==> src/rtl/alu_op_sequencer.sv <==
// alu_op_sequencer: issues one ALU operation at a time.
// Requests are accepted in IDLE and the opcode is translated to an ALU control
// code. Control and operands are driven to the ALU for SETTLE cycles, then the
// result and zero flag are captured and returned on the response channel.
// Illegal opcodes skip the ALU and report an error one cycle after acceptance.
module alu_op_sequencer #(
    parameter int unsigned SETTLE = 2
) (
    input  logic       clk,
    input  logic       rst_n,
    input  logic       req_valid,
    output logic       req_ready,
    input  logic [3:0] req_op,
    input  logic [7:0] req_a,
    input  logic [7:0] req_b,
    output logic       rsp_valid,
    input  logic       rsp_ready,
    output logic [7:0] rsp_result,
    output logic       rsp_taken,
    output logic       rsp_err,
    output logic [2:0] alu_ctrl_o,
    output logic [7:0] alu_a_o,
    output logic [7:0] alu_b_o,
    input  logic [7:0] alu_result_i,
    input  logic       alu_zero_i
);

    // ST_ERR is a one-cycle pass-through that gives illegal opcodes their
    // single-cycle response latency without ever touching the ALU.
    typedef enum logic [1:0] {
        ST_IDLE  = 2'b00,
        ST_DRIVE = 2'b01,
        ST_ERR   = 2'b10,
        ST_RESP  = 2'b11
    } state_t;

    localparam logic [3:0] LAST_CNT = 4'(SETTLE - 1);
    localparam logic [3:0] OP_BEQ   = 4'b0110;

    // Opcode to ALU control code; illegal opcodes map to the idle code.
    function automatic logic [2:0] decode_op(input logic [3:0] op);
        logic [2:0] code;
        case (op)
            4'b0000: code = 3'b001;
            4'b0001: code = 3'b001;
            4'b0010: code = 3'b010;
            4'b0011: code = 3'b011;
            4'b0100: code = 3'b100;
            4'b0101: code = 3'b101;
            4'b0110: code = 3'b110;
            4'b0111: code = 3'b001;
            default: code = 3'b000;
        endcase
        return code;
    endfunction

    state_t     state_q, state_d;
    logic [3:0] cnt_q, cnt_d;
    logic [3:0] op_q, op_d;
    logic [7:0] a_q, a_d;
    logic [7:0] b_q, b_d;
    logic [2:0] ctrl_q, ctrl_d;
    logic [7:0] res_q, res_d;
    logic       taken_q, taken_d;
    logic       err_q, err_d;
    logic       rsp_valid_q, rsp_valid_d;
    logic       req_ready_q, req_ready_d;

    // Next-state and next-output logic for the sequencer FSM.
    always_comb begin
        state_d     = state_q;
        cnt_d       = cnt_q;
        op_d        = op_q;
        a_d         = a_q;
        b_d         = b_q;
        ctrl_d      = ctrl_q;
        res_d       = res_q;
        taken_d     = taken_q;
        err_d       = err_q;
        rsp_valid_d = rsp_valid_q;
        req_ready_d = req_ready_q;
        case (state_q)
            ST_IDLE: begin
                if (req_valid && req_ready_q) begin
                    op_d        = req_op;
                    a_d         = req_a;
                    b_d         = req_b;
                    cnt_d       = 4'd0;
                    req_ready_d = 1'b0;
                    if (req_op[3]) begin
                        state_d = ST_ERR;
                        ctrl_d  = 3'b000;
                    end else begin
                        state_d = ST_DRIVE;
                        ctrl_d  = decode_op(req_op);
                    end
                end else begin
                    ctrl_d = 3'b000;
                end
            end
            ST_DRIVE: begin
                if (cnt_q == LAST_CNT) begin
                    res_d       = alu_result_i;
                    taken_d     = (op_q == OP_BEQ) ? alu_zero_i : 1'b0;
                    err_d       = 1'b0;
                    ctrl_d      = 3'b000;
                    rsp_valid_d = 1'b1;
                    state_d     = ST_RESP;
                end else begin
                    cnt_d = cnt_q + 4'd1;
                end
            end
            ST_ERR: begin
                res_d       = 8'h00;
                taken_d     = 1'b0;
                err_d       = 1'b1;
                rsp_valid_d = 1'b1;
                state_d     = ST_RESP;
            end
            ST_RESP: begin
                if (rsp_ready) begin
                    rsp_valid_d = 1'b0;
                    req_ready_d = 1'b1;
                    state_d     = ST_IDLE;
                end else begin
                    rsp_valid_d = 1'b1;
                end
            end
            default: begin
                state_d     = ST_IDLE;
                cnt_d       = 4'd0;
                ctrl_d      = 3'b000;
                rsp_valid_d = 1'b0;
                req_ready_d = 1'b1;
            end
        endcase
    end

    // State and output registers with immediate asynchronous reset.
    always_ff @(posedge clk or negedge rst_n) begin
        if (!rst_n) begin
            state_q     <= ST_IDLE;
            cnt_q       <= 4'd0;
            op_q        <= 4'd0;
            a_q         <= 8'h00;
            b_q         <= 8'h00;
            ctrl_q      <= 3'b000;
            res_q       <= 8'h00;
            taken_q     <= 1'b0;
            err_q       <= 1'b0;
            rsp_valid_q <= 1'b0;
            req_ready_q <= 1'b1;
        end else begin
            state_q     <= state_d;
            cnt_q       <= cnt_d;
            op_q        <= op_d;
            a_q         <= a_d;
            b_q         <= b_d;
            ctrl_q      <= ctrl_d;
            res_q       <= res_d;
            taken_q     <= taken_d;
            err_q       <= err_d;
            rsp_valid_q <= rsp_valid_d;
            req_ready_q <= req_ready_d;
        end
    end

    assign req_ready  = req_ready_q;
    assign rsp_valid  = rsp_valid_q;
    assign rsp_result = res_q;
    assign rsp_taken  = taken_q;
    assign rsp_err    = err_q;
    assign alu_ctrl_o = ctrl_q;
    assign alu_a_o    = a_q;
    assign alu_b_o    = b_q;

endmodule

==> config.mk <==
export PLATFORM = sky130hd
export DESIGN_NAME = alu_op_sequencer
export DESIGN_NICKNAME = d
export VERILOG_FILES = /design/src/rtl/alu_op_sequencer.sv
export SDC_FILE = /design/constraint.sdc
export NUM_CORES = 1
export LEC_CHECK = 0
export ABC_CLOCK_PERIOD_IN_PS = 5580
export CORE_ASPECT_RATIO = 1.5
export CORE_MARGIN = 2
export CORE_UTILIZATION = 40
export CTS_CLUSTER_DIAMETER = 60
export DETAILED_ROUTE_END_ITERATION = 7
export PLACE_DENSITY = 0.71
export SLEW_MARGIN = 20
export SYNTH_ARGS = -nofsm -noshare
export SYNTH_HDL_FRONTEND = slang
export SYNTH_SLANG_ARGS = --single-unit
==> constraint.sdc <==
create_clock -name clk -period 5.58 [get_ports clk]
set_clock_uncertainty 0.05 [all_clocks]
set_input_delay 1.116 -clock clk [delete_from_list [all_inputs] [get_ports clk]]
set_output_delay 1.116 -clock clk [all_outputs]
set_load 0.05 [all_outputs]
==> run_results.csv <==
group,metric,value,unit
final_layout,nets,255,
logic_synthesis,yosysTopAreaCellShare,52.2,%
setup_path,path_max_fanout,7,
setup_path,worst_setup_path_start_kind,"flop",
setup_path,cp_slowest_cell,"clkdlybuf4s50_1",
logic_synthesis,synthTopCellsByArea,"dfrtp_1 (52%), mux2_2 (14%), ha_1 (4.6%)",
global_route,grt_usage,17.3,%
global_route,grt_use_met3,4.39,%
place,post_dp_cell_area,2600,um2
setup_path,path_delay_family,"buffers and inverters",
logic_synthesis,netlist_instances,151,
global_route,gr-total-overflow,0,
global_route,grt_max_degree,42,
place,portBuffers,63,
clock_tree,clock_latency,0.29,ns
logic_synthesis,yosys_warnings,0,
sta,relSlewSlack,41.6,%
logic_synthesis,seq_area_frac_synth,53.5,%
global_route,use_met1,20.2,%
global_route,grt_pass1_vias,1518,
sta,drv_slew,0,
clock_tree,htree_levels,2,
clock_tree,holdBufCountCts,0,
global_route,grt_antenna_before_repair,0,
floorplanning,row_count,30,
global_route,grt_pass1_wl,6.96,mm
floorplanning,die_w,60.6,um
place,post-dp-hpwl,3.24,mm
clock_tree,clk_pin_slew_worst_paths,0.08,ns
floorplanning,dieArea,5380,um2
drt,vias_per_cell,5.15,
logic_synthesis,synthTopCellsByCount,"dfrtp_1 (40), mux2_2 (24), nand2_1 (10)",
clock_tree,root_buffer,"clkbuf_8",
drt,vias,1433,
final_layout,fin_area,2670,um2
logic_synthesis,ys.flop_type,"dfrtp_1",
sta,period_needed,2.87,ns
sta,rsz0062_at_grt,"no",
setup_path,critPathRequiredTime,4.41,ns
logic_synthesis,ys_ff_latch,41,
power,power.total,507,uW
logic_synthesis,synth.most_common_cell,"dfrtp_1",
sta,fin_crit_sh,51.5,%
logic_synthesis,synth_area,1920,um2
clock_tree,cts_setup_buffers,0,
status,status,"completed",
power,power_density,190,nW/um2
power,p_leak,0.00119,uW
logic_synthesis,async_flop_share,100,%
final_layout,area_delta_synth_final,39.2,%
logic_synthesis,synth_edf_count,0,
final_layout,fillers,406,
clock_tree,post_cts_resized,0,
place,gp_congestion,0.856,
flow_run,drv_cap,0,
setup_path,cp-end-kind,"output pin",
sta,setup_tns,0,ns
floorplanning,io_pins,64,
sta,setup-violations-final,0,
logic_synthesis,ys_types,33,
drt,drtIter0Drc,95,
global_route,grt.busiest_layer,"met2",
clock_tree,cts.sinks,41,
logic_synthesis,avgSynthCellArea,12.7,um2
clock_tree,tritoncts,"yes",
hold_path,hold_class,"flop to flop",
sta,fmax,348,MHz
final_layout,final_layout_size_suffix_gt1_share,18.2,%
final_layout,fin_util,58.3,%
sta,tightest_slew,0.876,ns
global_route,grtUsageMet2,30.0,%
floorplanning,die_h,88.8,um
drt,wl_per_cell,15.1,um
clock_tree,cts_buffer_depth,2,
drt,postRouteAntennaNets,0,
drt,drt-total-wl,4.18,mm
setup_path,worstPathCellList,"clkdlybuf4s50_1",
drt,drc,0,
floorplanning,floorplan.initialDensity,41.9,%
sta,hold_slack,0.457,ns
setup_path,arrival,1.71,ns
setup_path,crit_buf_inv,1,
sta,hold_viol_final,0,
setup_path,slowest_delay,0.82,ns
floorplanning,core,4580,um2
final_layout,diodes,0,
power,ir_drop,132,uV
logic_synthesis,syn_nets,191,
drt,drtPass1Iterations,4,
setup_path,crit_type,"flop to output pin",
clock_tree,numCtsBuffers,5,
logic_synthesis,yosysTopAreaCell,"dfrtp_1",
## stage by stage
stage | setup slack, ns | instances
final | 2.71 | 278
after global routing | 2.66 | 278
after CTS | 2.70 | 278
after detailed placement | 2.53 | 272
after global placement | 2.58 | 272
after floorplan | 3.51 | 151
## kinds of logic after synthesis
logic type / after synthesis / synth area share [%]
muxes: 30 / 17.4
DFF: 41 / 53.5
buffers and inverters: 12 / 2.61
AOI/OAI and AO/OA: 25 / 10.6
and+or+nand+nor: 36 / 11.3
adders and majority gates: 7 / 4.56
## per-layer routing
layer	vias up	part of all wire (%)	routed length, um
met1	707	38	1580
met2	45	55	2290
li1	672	-	-
met5	-	0	0
met4	0	2.0	85
met3	9	5.5	231
## cells in the final DEF, fill, tap and decap left out
cell              n
dfstp_2           1
o21ai_0           6
mux2_2           24
or3b_1            1
nand4_1           1
nor4bb_1          1
or4b_2            1
and3_1            2
buf_2             1
mux2i_1           5
a21oi_1           2
a21boi_2          1
nand4b_1          2
a31oi_1           2
clkbuf_8          5
a31o_2            1
a221oi_4          1
clkinv_2          1
nor3_1            3
inv_1             6
nand3_1           2
and2_1            1
dfrtp_1          40
nor3b_2           1
ha_1              7
o211ai_1          1
nand2_1          10
a22o_1            8
o311ai_0          3
nor2b_1           3
nor3b_1           2
clkdlybuf4s50_1  62
nor3b_4           1
mux2i_2           1
nor2_1            5
## sequential cells by signal, summed over array words and instances (netlist names)
signal / cells
cnt_q: 4
alu_a_o: 8
state_q: 2
rsp_taken: 1
op_q: 4
rsp_result: 8
req_ready: 1
alu_b_o: 8
rsp_valid: 1
alu_ctrl_o: 3
rsp_err: 1
## report_power, final
part           internal, uW  switching [uW]
registers               297               0
logic                  20.0            11.1
clock network          82.3            97.0
total                   399             108
## final timing paths
kind / startpoint / to / slack [ns] / cells past startpoint
hold / removal: alu_a_o[3] / alu_a_o[3] / 0.46 / 1
setup reg to reg: state_q[1] / rsp_taken / 3.29 / 4
min in group asynchronous: rst_n / rsp_result[4] / 0.88 / 1
max in group asynchronous: rst_n / alu_b_o[4] / 4.04 / 1
setup / recovery: req_ready / req_ready / 2.71 / 1
hold reg to reg: alu_a_o[3] / alu_a_o[3] / 0.46 / 1
## final cells by class
type / instances / area [um2] / area share (%)
flip-flops and latches: 41 / 1030 / 38.5
inverters: 6 / 22.5 / 0.843
repair buffers: 63 / 626 / 23.4
well taps: 64 / 80.1 / 3.00
clock inverters: 1 / 5.00 / 0.187
clock buffers: 5 / 68.8 / 2.58
multi-input cells: 98 / 842 / 31.5
(Power assumes the default switching activity.)
